[config.mk]
export PLATFORM = sky130hd
export DESIGN_NAME = div_share_arbiter_flat
export DESIGN_NICKNAME = d
export VERILOG_FILES = /design/src/rtl/div_share_arbiter_if.sv /design/src/rtl/div_share_arbiter.sv /design/src/flat_wrapper.sv
export SDC_FILE = /design/constraint.sdc
export NUM_CORES = 1
export LEC_CHECK = 0
export BUFFER_PORTS_ARGS = -buffer_cell sky130_fd_sc_hd__buf_4
export CORE_MARGIN = 1.5
export CORE_UTILIZATION = 47
export CTS_CLUSTER_SIZE = 16
export DETAILED_ROUTE_END_ITERATION = 10
export PLACE_DENSITY = 0.95
export SLEW_MARGIN = 15
export SYNTH_ARGS = -nofsm -noshare
export SYNTH_HDL_FRONTEND = slang
export SYNTH_SLANG_ARGS = --single-unit
export TNS_END_PERCENT = 1
[constraint.sdc]
create_clock -name clk -period 3.36 [get_ports clk]
set_clock_uncertainty 0.05 [all_clocks]
set_input_delay 0 -clock clk [delete_from_list [all_inputs] [get_ports clk]]
set_output_delay 0 -clock clk [all_outputs]
set_load 0.05 [all_outputs]
[src/rtl/div_share_arbiter_if.sv]
// Requester-side and divider-side handshake bundle for div_share_arbiter.
// The slave modport is the arbiter's view; master is the surrounding logic.
interface div_share_arbiter_if #(
    parameter int NUM_REQ = 2
);
    logic [NUM_REQ-1:0]    req_valid;
    logic [NUM_REQ-1:0]    req_ready;
    logic [NUM_REQ-1:0]    req_mode;
    logic [16*NUM_REQ-1:0] req_divisor;
    logic [32*NUM_REQ-1:0] req_dividend;

    logic [NUM_REQ-1:0]    rsp_valid;
    logic [31:0]           rsp_result;
    logic                  rsp_dz;

    logic                  div_valid_in;
    logic                  div_mode;
    logic [15:0]           div_divisor;
    logic [31:0]           div_dividend;
    logic                  div_valid_out;
    logic [31:0]           div_result;

    modport slave (
        input  req_valid, req_mode, req_divisor, req_dividend,
        input  div_valid_out, div_result,
        output req_ready, rsp_valid, rsp_result, rsp_dz,
        output div_valid_in, div_mode, div_divisor, div_dividend
    );

    modport master (
        output req_valid, req_mode, req_divisor, req_dividend,
        output div_valid_out, div_result,
        input  req_ready, rsp_valid, rsp_result, rsp_dz,
        input  div_valid_in, div_mode, div_divisor, div_dividend
    );
endinterface

[src/rtl/div_share_arbiter.sv]
// Round-robin share of one divide/modulo datapath among NUM_REQ requesters.
// Latency: accept -> issue 1 cycle, response D+2 cycles after accept (1 with DIV_ZERO_BYPASS_EN zero divisor).
// Backpressure: req_ready only in IDLE; one op in flight, requesters hold until granted.
module div_share_arbiter #(
    parameter int NUM_REQ = 2
) (
    input  logic                clk,
    input  logic                reset,
    div_share_arbiter_if.slave  bus,
    output logic                busy
);
    localparam int PTR_W = $clog2(NUM_REQ);

    typedef enum logic [1:0] {
        IDLE  = 2'd0,
        ISSUE = 2'd1,
        WAIT  = 2'd2,
        RESP  = 2'd3
    } state_t;

    state_t             state;
    state_t             state_nxt;

    logic [PTR_W-1:0]   rr_ptr;
    logic [PTR_W-1:0]   owner;
    logic               op_mode;
    logic [15:0]        op_divisor;
    logic [31:0]        op_dividend;
    logic [31:0]        result_q;

    logic [NUM_REQ-1:0] grant;
    logic [PTR_W-1:0]   grant_idx;
    logic               grant_any;
    logic               accept;
    logic               bypass;

    logic               sel_mode;
    logic [15:0]        sel_divisor;
    logic [31:0]        sel_dividend;

    function automatic logic [PTR_W-1:0] wrap_idx(input logic [PTR_W-1:0] base, input int step);
        int s;
        s = int'(base) + step;
        if (s >= NUM_REQ) s = s - NUM_REQ;
        return PTR_W'(s);
    endfunction

    // First valid requester at or after rr_ptr, wrapping.
    always_comb begin
        grant_any = 1'b0;
        grant_idx = '0;
        for (int k = 0; k < NUM_REQ; k++) begin
            if (!grant_any && bus.req_valid[wrap_idx(rr_ptr, k)]) begin
                grant_any = 1'b1;
                grant_idx = wrap_idx(rr_ptr, k);
            end
        end
        grant = grant_any ? (NUM_REQ'(1) << grant_idx) : '0;
    end

    assign sel_mode     = bus.req_mode[grant_idx];
    assign sel_divisor  = bus.req_divisor[16*grant_idx +: 16];
    assign sel_dividend = bus.req_dividend[32*grant_idx +: 32];

    assign accept = (state == IDLE) && grant_any && !reset;

`ifdef DIV_ZERO_BYPASS_EN
    assign bypass = (sel_divisor == 16'd0);
`else
    assign bypass = 1'b0;
`endif

    always_comb begin
        state_nxt        = state;
        bus.req_ready    = '0;
        bus.rsp_valid    = '0;
        bus.div_valid_in = 1'b0;
        busy             = 1'b0;

        case (state)
            IDLE: begin
                if (!reset) bus.req_ready = grant;
                if (accept) state_nxt = bypass ? RESP : ISSUE;
            end
            ISSUE: begin
                bus.div_valid_in = !reset;
                busy             = !reset;
                state_nxt        = WAIT;
            end
            WAIT: begin
                busy = !reset;
                if (bus.div_valid_out) state_nxt = RESP;
            end
            RESP: begin
                busy = !reset;
                if (!reset) bus.rsp_valid = NUM_REQ'(1) << owner;
                state_nxt = IDLE;
            end
            default: state_nxt = IDLE;
        endcase
    end

    always_ff @(posedge clk) begin
        if (reset) begin
            state       <= IDLE;
            rr_ptr      <= '0;
            owner       <= '0;
            op_mode     <= 1'b0;
            op_divisor  <= '0;
            op_dividend <= '0;
            result_q    <= '0;
        end else begin
            state <= state_nxt;
            if (accept) begin
                op_mode     <= sel_mode;
                op_divisor  <= sel_divisor;
                op_dividend <= sel_dividend;
                owner       <= grant_idx;
                rr_ptr      <= wrap_idx(grant_idx, 1);
            end
            if (state == WAIT && bus.div_valid_out) begin
                result_q <= bus.div_result;
            end
            // Zero-divisor shortcut answers without touching the divider.
            if (accept && bypass) begin
                result_q <= sel_mode ? sel_dividend : 32'hFFFF_FFFF;
            end
        end
    end

`ifdef DIV_ZERO_BYPASS_EN
    logic dz_q;

    always_ff @(posedge clk) begin
        if (reset) begin
            dz_q <= 1'b0;
        end else if (accept && bypass) begin
            dz_q <= 1'b1;
        end else if (state == WAIT && bus.div_valid_out) begin
            dz_q <= 1'b0;
        end
    end

    assign bus.rsp_dz = dz_q;
`else
    assign bus.rsp_dz = 1'b0;
`endif

    assign bus.rsp_result   = result_q;
    assign bus.div_mode     = op_mode;
    assign bus.div_divisor  = op_divisor;
    assign bus.div_dividend = op_dividend;

    a_grant_onehot: assert property (@(posedge clk) disable iff (reset) $onehot0(grant));
    a_issue_single: assert property (@(posedge clk) disable iff (reset) bus.div_valid_in |=> !bus.div_valid_in);
    a_rsp_onehot:   assert property (@(posedge clk) disable iff (reset) $onehot0(bus.rsp_valid));

endmodule

[src/flat_wrapper.sv]
// flat-port wrapper written by rule: the top's interface ports become plain ports
module div_share_arbiter_flat 
#(
    parameter int NUM_REQ = 2
)
  (clk, reset, busy, bus_req_valid, bus_req_mode, bus_req_divisor, bus_req_dividend, bus_div_valid_out, bus_div_result, bus_req_ready, bus_rsp_valid, bus_rsp_result, bus_rsp_dz, bus_div_valid_in, bus_div_mode, bus_div_divisor, bus_div_dividend);
  div_share_arbiter_if #(.NUM_REQ(NUM_REQ)) bus_i ();
  input  logic clk;
  input  logic reset;
  output logic busy;
  input wire logic [$bits(bus_i.req_valid)-1:0] bus_req_valid;
  input wire logic [$bits(bus_i.req_mode)-1:0] bus_req_mode;
  input wire logic [$bits(bus_i.req_divisor)-1:0] bus_req_divisor;
  input wire logic [$bits(bus_i.req_dividend)-1:0] bus_req_dividend;
  input wire logic [$bits(bus_i.div_valid_out)-1:0] bus_div_valid_out;
  input wire logic [$bits(bus_i.div_result)-1:0] bus_div_result;
  output wire logic [$bits(bus_i.req_ready)-1:0] bus_req_ready;
  output wire logic [$bits(bus_i.rsp_valid)-1:0] bus_rsp_valid;
  output wire logic [$bits(bus_i.rsp_result)-1:0] bus_rsp_result;
  output wire logic [$bits(bus_i.rsp_dz)-1:0] bus_rsp_dz;
  output wire logic [$bits(bus_i.div_valid_in)-1:0] bus_div_valid_in;
  output wire logic [$bits(bus_i.div_mode)-1:0] bus_div_mode;
  output wire logic [$bits(bus_i.div_divisor)-1:0] bus_div_divisor;
  output wire logic [$bits(bus_i.div_dividend)-1:0] bus_div_dividend;
  assign bus_i.req_valid = bus_req_valid;
  assign bus_i.req_mode = bus_req_mode;
  assign bus_i.req_divisor = bus_req_divisor;
  assign bus_i.req_dividend = bus_req_dividend;
  assign bus_i.div_valid_out = bus_div_valid_out;
  assign bus_i.div_result = bus_div_result;
  assign bus_req_ready = bus_i.req_ready;
  assign bus_rsp_valid = bus_i.rsp_valid;
  assign bus_rsp_result = bus_i.rsp_result;
  assign bus_rsp_dz = bus_i.rsp_dz;
  assign bus_div_valid_in = bus_i.div_valid_in;
  assign bus_div_mode = bus_i.div_mode;
  assign bus_div_divisor = bus_i.div_divisor;
  assign bus_div_dividend = bus_i.div_dividend;
  div_share_arbiter #(.NUM_REQ(NUM_REQ)) u_core (.clk(clk), .reset(reset), .bus(bus_i), .busy(busy));
endmodule
==> impl_metrics.env, run 1 <==
export IMPL_final_nets=920
export IMPL_reg2reg_from="u_core.state[0]"
export IMPL_die_area_um2=8560
export IMPL_cp_data_arrival_time_ns=3.25
export IMPL_postSynthCellCount=469
export IMPL_power_leakage_nw=2.93
export IMPL_root_buffer="clkbuf_8"
export IMPL_dp_hpwl_um=8170
export IMPL_pin_count=223
export IMPL_yosysWarningCount=0
export IMPL_fin_crit_ns=3.01
export IMPL_critPathLaunchType="flop"
export IMPL_worst_path_stages=7
export IMPL_min_period_over_period_pct=89.6
export IMPL_fp_dieH_um=92.5
export IMPL_regToRegSetupSlack_ns=0.35
export IMPL_setup_tns_ns=0
export IMPL_numCtsBuffers=9
export IMPL_cts_resized=0
export IMPL_syn_area_um2=3770
export IMPL_reg2reg_to="u_core.bus.div_dividend[2]"
export IMPL_critical_path_required_ns=3.60
export IMPL_postPlaceCellArea_um2=5270
export IMPL_fin_ws_ns=0.351
export IMPL_gp_congestion=0.786
export IMPL_synth_area_per_cell_um2=8.04
export IMPL_clk_pin_slew_ns=0.09
export IMPL_drt_iter0_drc=360
export IMPL_coreArea_um2=7730
export IMPL_synth_commonest_cells="dfxtp_1 (85), nand2_1 (71), a31oi_1 (49), nand3_1 (49), nand4_1 (49)"
export IMPL_maxCapViolations=0
export IMPL_antenna_found_initial=0
export IMPL_diodes=0
export IMPL_synth_nets=609
export IMPL_max_freq_ghz=0.332
export IMPL_cp_top_family="buffers and inverters"
export IMPL_critPathMaxStageDelay_ns=0.78
export IMPL_pre_cts_slack_ns=1.12
export IMPL_synth_top_area_share_pct=45.2
export IMPL_critPathMaxFanout=43
export IMPL_avgViaCountPerCell=6.10
export IMPL_io_buffers=221
export IMPL_slew_headroom_pct=27.0
export IMPL_synthArstFlopShare_pct=0
export IMPL_grt_max_degree=54
export IMPL_finalInstanceArea_um2=6800
export IMPL_grt_pass1_wl_um=27200
export IMPL_rsz0062_at_grt="false"
export IMPL_hold_violations=0
export IMPL_path_cells="inv_1 > ha_1 > and2_2 > buf_4 > nand4_1 > a31oi_1 > dlygate4sd3_1"
export IMPL_routed_wirelength_um=17500
export IMPL_yosysTopAreaCell="dfxtp_1"
export IMPL_crit_end="u_core.bus.div_dividend[2]"
export IMPL_first_pass_iters=5
export IMPL_ys_types=33
export IMPL_die_width_um=92.5
export IMPL_drive_above_1_share_pct=31.5
export IMPL_synthFlopType="dfxtp_1"
export IMPL_clock_path_buffers=2
export IMPL_cts_tree="built"
export IMPL_critPathKind="reg2reg"
export IMPL_vdd_ir_drop_max_v=0.000370
export IMPL_finalSetupViolCount=0
export IMPL_status="finished, final reports clean"
export IMPL_ys_ff_latch=85
export IMPL_grt_pass1_vias=5517
export IMPL_power_density_nw_per_um2=603
export IMPL_crit_slowest_cell="and2_2"
export IMPL_grt_total_usage_pct=40.2
export IMPL_hold_class="in2reg"
export IMPL_start_util_pct=48.8
export IMPL_synth_most_common_cell="dfxtp_1"
export IMPL_crit_buf_inv=3
export IMPL_drc_errors=0
export IMPL_synth_area_leaders="dfxtp_1 (45%), a31oi_1 (8.1%), nand4_1 (8.1%)"
export IMPL_reg2regPathDepth=7
export IMPL_gr_total_overflow=0
export IMPL_wire_per_inst_um=19.7
export IMPL_clkLatencyLatePin_ns=0.35
export IMPL_vias=5411
export IMPL_slew_viol_final=0
export IMPL_cp_startpoint="u_core.state[0]"
export IMPL_ant_nets=0
export IMPL_synth_seq_area_share_pct=45.2
export IMPL_cts_sinks=85
export IMPL_synth_edff_count=0
export IMPL_syn_to_final_growth_pct=80.4
export IMPL_std_cell_rows=32
export IMPL_cts_htree_levels=3
export IMPL_cp_end_kind="flop"
export IMPL_tightest_slew_ns=1.09
[worst min path at each step]
stage | cells after the start | slack [ns] | endpoint | start
after floorplan | 2 | 0.09 | u_core.bus.rsp_result[0] | bus_div_result[0]
after global placement | 3 | 0.20 | u_core.bus.rsp_result[26] | bus_div_result[26]
after detailed placement | 3 | 0.21 | u_core.bus.rsp_result[24] | bus_div_result[24]
after CTS | 2 | 0.02 | u_core.bus.rsp_result[2] | reset
after global routing | 2 | 0.04 | u_core.bus.rsp_result[19] | reset
final | 2 | 0.03 | u_core.bus.rsp_result[19] | reset
[placed cells by master (no fill, tap or decap), types with 3 or more instances in the layout]
master / n
o21ai_1: 7
dlygate4sd3_1: 132
clkinvlp_4: 3
dfxtp_1: 85
o21ai_0: 42
a31oi_1: 49
buf_4: 224
a21oi_1: 34
nand2_1: 71
nand4_1: 49
clkbuf_8: 10
nand3_1: 49
ha_1: 5
[where the power goes]
group	total [mW]	switching, mW	internal (mW)
combinational	2.04	1.35	0.695
clock	0.767	0.398	0.369
sequential	1.29	0.116	1.17
total	4.10	1.86	2.24
[timing repair]
| action | 4_1_cts | 5_1_grt |
|---|---|---|
| hold buffers | 132 | 0 |
| buffers inserted | 0 | 0 |
| endpoints found under the hold margin | 84 | 0 |
[through the flow]
stage / hold slack, ns / total power [mW] / util (%) / cells
finish: 0.0349 / 4.10 / 88.0 / 887
global route: 0.0369 / 4.25 / 88.0 / 887
CTS: 0.0194 / 3.96 / 88.0 / 887
detailed placement: 0.205 / 3.01 / 68.2 / 739
global placement: 0.203 / 2.97 / 68.2 / 739
floorplan: 0.0860 / 2.55 / - / 469
[worst reg2reg max path: cells and delay by family, from the launching register on]
family / cells / cell delay (ns)
AOI/OAI and AO/OA: 1 / 0.27
adders and majority gates: 1 / 0.31
buffers and inverters: 3 / 1.04
DFF: 1 / 0.36
and+or+nand+nor: 2 / 0.92
[area by class of cell]
type	count	area (um2)
clock inverter	6	70.1
sequential	85	1700
multi-input combinational	324	1740
tap	102	128
timing repair buffer	356	3000
fill	311	930
clock buffer	10	138
inverter	4	15.0
[cells by family (layout without fill, tap and decap cells)]
family                   Yosys count  count (layout)  share of synthesized area [%]
AND/OR/NAND/NOR                  180             180                           23.5
AO/OA/AOI/OAI                    137             137                           20.4
flip-flops                        85              85                           45.2
buffers and inverters             60             376                           8.93
adder cells (fa/ha/maj)            5               5                           1.66
other                              1               1                         0.0995
multiplexers                       1               1                          0.266
[sequential cells by signal, summed over array words and instances, names as in the netlist]
signal / flops
u_core.bus.rsp_result: 32
u_core.rr_ptr: 1
u_core.state: 2
u_core.bus.div_divisor: 16
u_core.bus.div_dividend: 32
u_core.owner: 1
u_core.bus.div_mode: 1
[routing by layer]
layer	global-route usage (%)	up-vias	routed length (um)	part of all wire, %
met1	44.0	2504	6150	35
met4	25.4	0	1120	6.4
met2	68.9	458	8480	49
met5	0	-	0	0
met3	10.5	130	1730	9.9
li1	-	2319	-	-
Power figures use the tool's default switching activity.
==> run 2: changes to the inputs <==
--- a/config.mk
+++ b/config.mk
@@ -7,10 +7,10 @@
 export LEC_CHECK = 0
 export BUFFER_PORTS_ARGS = -buffer_cell sky130_fd_sc_hd__buf_4
 export CORE_MARGIN = 1.5
-export CORE_UTILIZATION = 47
+export CORE_UTILIZATION = 44
 export CTS_CLUSTER_SIZE = 16
 export DETAILED_ROUTE_END_ITERATION = 10
-export PLACE_DENSITY = 0.95
+export PLACE_DENSITY = 0.9
 export SLEW_MARGIN = 15
 export SYNTH_ARGS = -nofsm -noshare
 export SYNTH_HDL_FRONTEND = slang
==> constraint.sdc (replaced) <==
create_clock -name clk -period 3.45 [get_ports clk]
set_clock_uncertainty 0.05 [all_clocks]
set_input_delay 0 -clock clk [delete_from_list [all_inputs] [get_ports clk]]
set_output_delay 0 -clock clk [all_outputs]
set_load 0.05 [all_outputs]
==> run 2 against run 1 <==
First-iteration DRC count grew 58%; sequential power shrank 4%; clock-buffer cell count is the same; critical path depth shrank 1; fmax grew 4.6%; core utilization shrank 5.9 points; global-route usage shrank 4.7 points; sequential cell count is the same; worst hold slack lost 0.012 ns; critical endpoint is now u_core.bus.div_dividend[29]; largest cell class unchanged; highest routed layer unchanged.
==> impl_metrics.env, run 2 (synthesized netlist as in run 1, its figures left out) <==
export IMPL_status="finished, final reports clean"
export IMPL_start_util_pct=45.6
export IMPL_hold_class="in2reg"
export IMPL_rsz0062_at_grt="false"
export IMPL_p_int_mw=2.16
export IMPL_drt_iter0_drc=570
export IMPL_grt_total_usage_pct=35.5
export IMPL_wire_per_inst_um=19.1
export IMPL_coreArea_um2=8260
export IMPL_hp_start="bus_div_valid_out"
export IMPL_die_area_um2=9130
export IMPL_vias=5305
export IMPL_dp_hpwl_um=8260
export IMPL_reg2regPathDepth=6
export IMPL_dp_cells=741
export IMPL_slew_headroom_pct=24.3
export IMPL_power_density_nw_per_um2=586
export IMPL_antenna_found_initial=0
export IMPL_io_buffers=221
export IMPL_fin_crit_ns=2.88
export IMPL_critPathKind="reg2reg"
export IMPL_std_cell_rows=33
export IMPL_critPathLaunchType="flop"
export IMPL_multi_input_area_um2=1750
export IMPL_regArea_um2=1700
export IMPL_whs_ns=0.0230
export IMPL_tightest_slew_ns=1.13
export IMPL_critPathMaxFanout=50
export IMPL_die_width_um=95.5
export IMPL_fp_dieH_um=95.5
export IMPL_switchingPower_mw=1.81
export IMPL_grt_pass1_wl_um=25400
export IMPL_cts_htree_levels=3
export IMPL_mostFrequentLayoutCell="buf_4"
export IMPL_syn_to_final_growth_pct=79.8
export IMPL_diodes=0
export IMPL_final_nets=918
export IMPL_finalSetupViolCount=0
export IMPL_gp_congestion=0.759
export IMPL_p_sw_share_pct=45.7
export IMPL_grt_pass1_vias=5079
export IMPL_pin_count=223
export IMPL_critical_path_required_ns=3.70
export IMPL_grt_max_degree=54
export IMPL_cp_end_kind="flop"
export IMPL_first_pass_iters=7
export IMPL_maxCapViolations=0
export IMPL_crit_slowest_cell="and3b_2"
export IMPL_clkPwrFrac_pct=18.6
export IMPL_path_cells="inv_1 > ha_1 > and3b_2 > nand3_1 > a31oi_1 > dlygate4sd3_1"
export IMPL_min_delay_path_depth=4
export IMPL_setup_tns_ns=0
export IMPL_regToRegSetupSlack_ns=0.57
export IMPL_gr_total_overflow=0
export IMPL_max_freq_ghz=0.348
export IMPL_layout_common_cells="buf_4 (223), dlygate4sd3_1 (131), dfxtp_1 (85)"
export IMPL_min_period_over_period_pct=83.4
export IMPL_clkLatencyLatePin_ns=0.34
export IMPL_reg2reg_from="u_core.state[0]"
export IMPL_p_seq_share_pct=31.4
export IMPL_slew_viol_final=0
export IMPL_cts_resized=0
export IMPL_vdd_ir_drop_max_v=0.000488
export IMPL_routed_wirelength_um=17000
export IMPL_fin_cells=888
export IMPL_avgViaCountPerCell=5.97
export IMPL_drive_above_1_share_pct=31.4
export IMPL_cp_data_arrival_time_ns=3.12
export IMPL_fin_util_pct=82.1
export IMPL_pwr_share_comb_pct=50.0
export IMPL_root_buffer="clkbuf_8"
export IMPL_clock_path_buffers=2
export IMPL_drc_errors=0
export IMPL_clk_pin_slew_ns=0.09
export IMPL_cts_tree="built"
export IMPL_critPathMaxStageDelay_ns=0.89
export IMPL_reg2reg_to="u_core.bus.div_dividend[29]"
export IMPL_min_to="u_core.state[1]"
export IMPL_power_leakage_nw=2.92
export IMPL_hold_violations=0
export IMPL_ant_nets=0
export IMPL_cts_sinks=85
export IMPL_fillCellCount=422
export IMPL_numCtsBuffers=9
[run 2: cell type report]
| type | instances | share of cell area, % |
|---|---|---|
| clock buffer | 10 | 1.88 |
| clock inverter | 6 | 1.05 |
| inverter | 4 | 0.222 |
| multi-input combinational | 324 | 25.8 |
| sequential | 85 | 25.1 |
| tap | 105 | 1.94 |
| timing repair buffer | 354 | 44.0 |
[run 2: repair_timing]
action | in CTS | in global routing
hold endpoints to repair | 83 | 0
hold buffers | 131 | 0
buffers inserted | 0 | 0
[run 2: per-stage QoR]
step | setup slack (ns) | instance area, um2 | total power, mW
global route | 0.444 | 6780 | 4.12
global placement | 1.42 | 5270 | 2.89
CTS | 0.743 | 6780 | 3.87
finish | 0.573 | 6780 | 3.97
detailed placement | 1.29 | 5270 | 2.95
floorplan | 1.56 | 3770 | 2.48
[run 2: worst max-delay path, delay by kind of cell, from the launching register on]
kind	cells	cell delay (ns)
AND/OR/NAND/NOR	2	1.13
buffers and inverters	2	0.69
flip-flops	1	0.36
adder cells (fa/ha/maj)	1	0.29
AO/OA/AOI/OAI	1	0.28
[run 2: worst max-delay path by stage]
stage                               start                          end  slack (ns)  cells after the start
final                     u_core.state[0]  u_core.bus.div_dividend[29]        0.57                      6
after floorplan           u_core.state[0]             bus_req_ready[1]        1.56                      7
after CTS                 u_core.state[0]   u_core.bus.div_dividend[2]        0.74                      7
after global placement    u_core.state[0]    u_core.bus.div_divisor[4]        1.42                      6
after detailed placement  u_core.state[0]   u_core.bus.div_dividend[8]        1.29                      6
after global routing      u_core.state[0]    u_core.bus.div_divisor[8]        0.44                      6
[run 2: power by group through the flow]
stage | combinational, mW | sequential [mW] | clock [mW]
final | 1.99 | 1.24 | 0.740
after CTS | 1.91 | 1.23 | 0.730
after global placement | 1.65 | 1.25 | 0
after detailed placement | 1.70 | 1.25 | 0
after floorplan | 0.769 | 1.72 | 0
after global routing | 2.08 | 1.26 | 0.781
[run 2: layer usage]
metal	GRT usage (%)	share of wire (%)	vias up
li1	-	-	2323
met1	41.0	36	2440
met2	61.7	49	460
met3	9.33	11	82
met4	14.3	3.7	0
met5	0	0	-
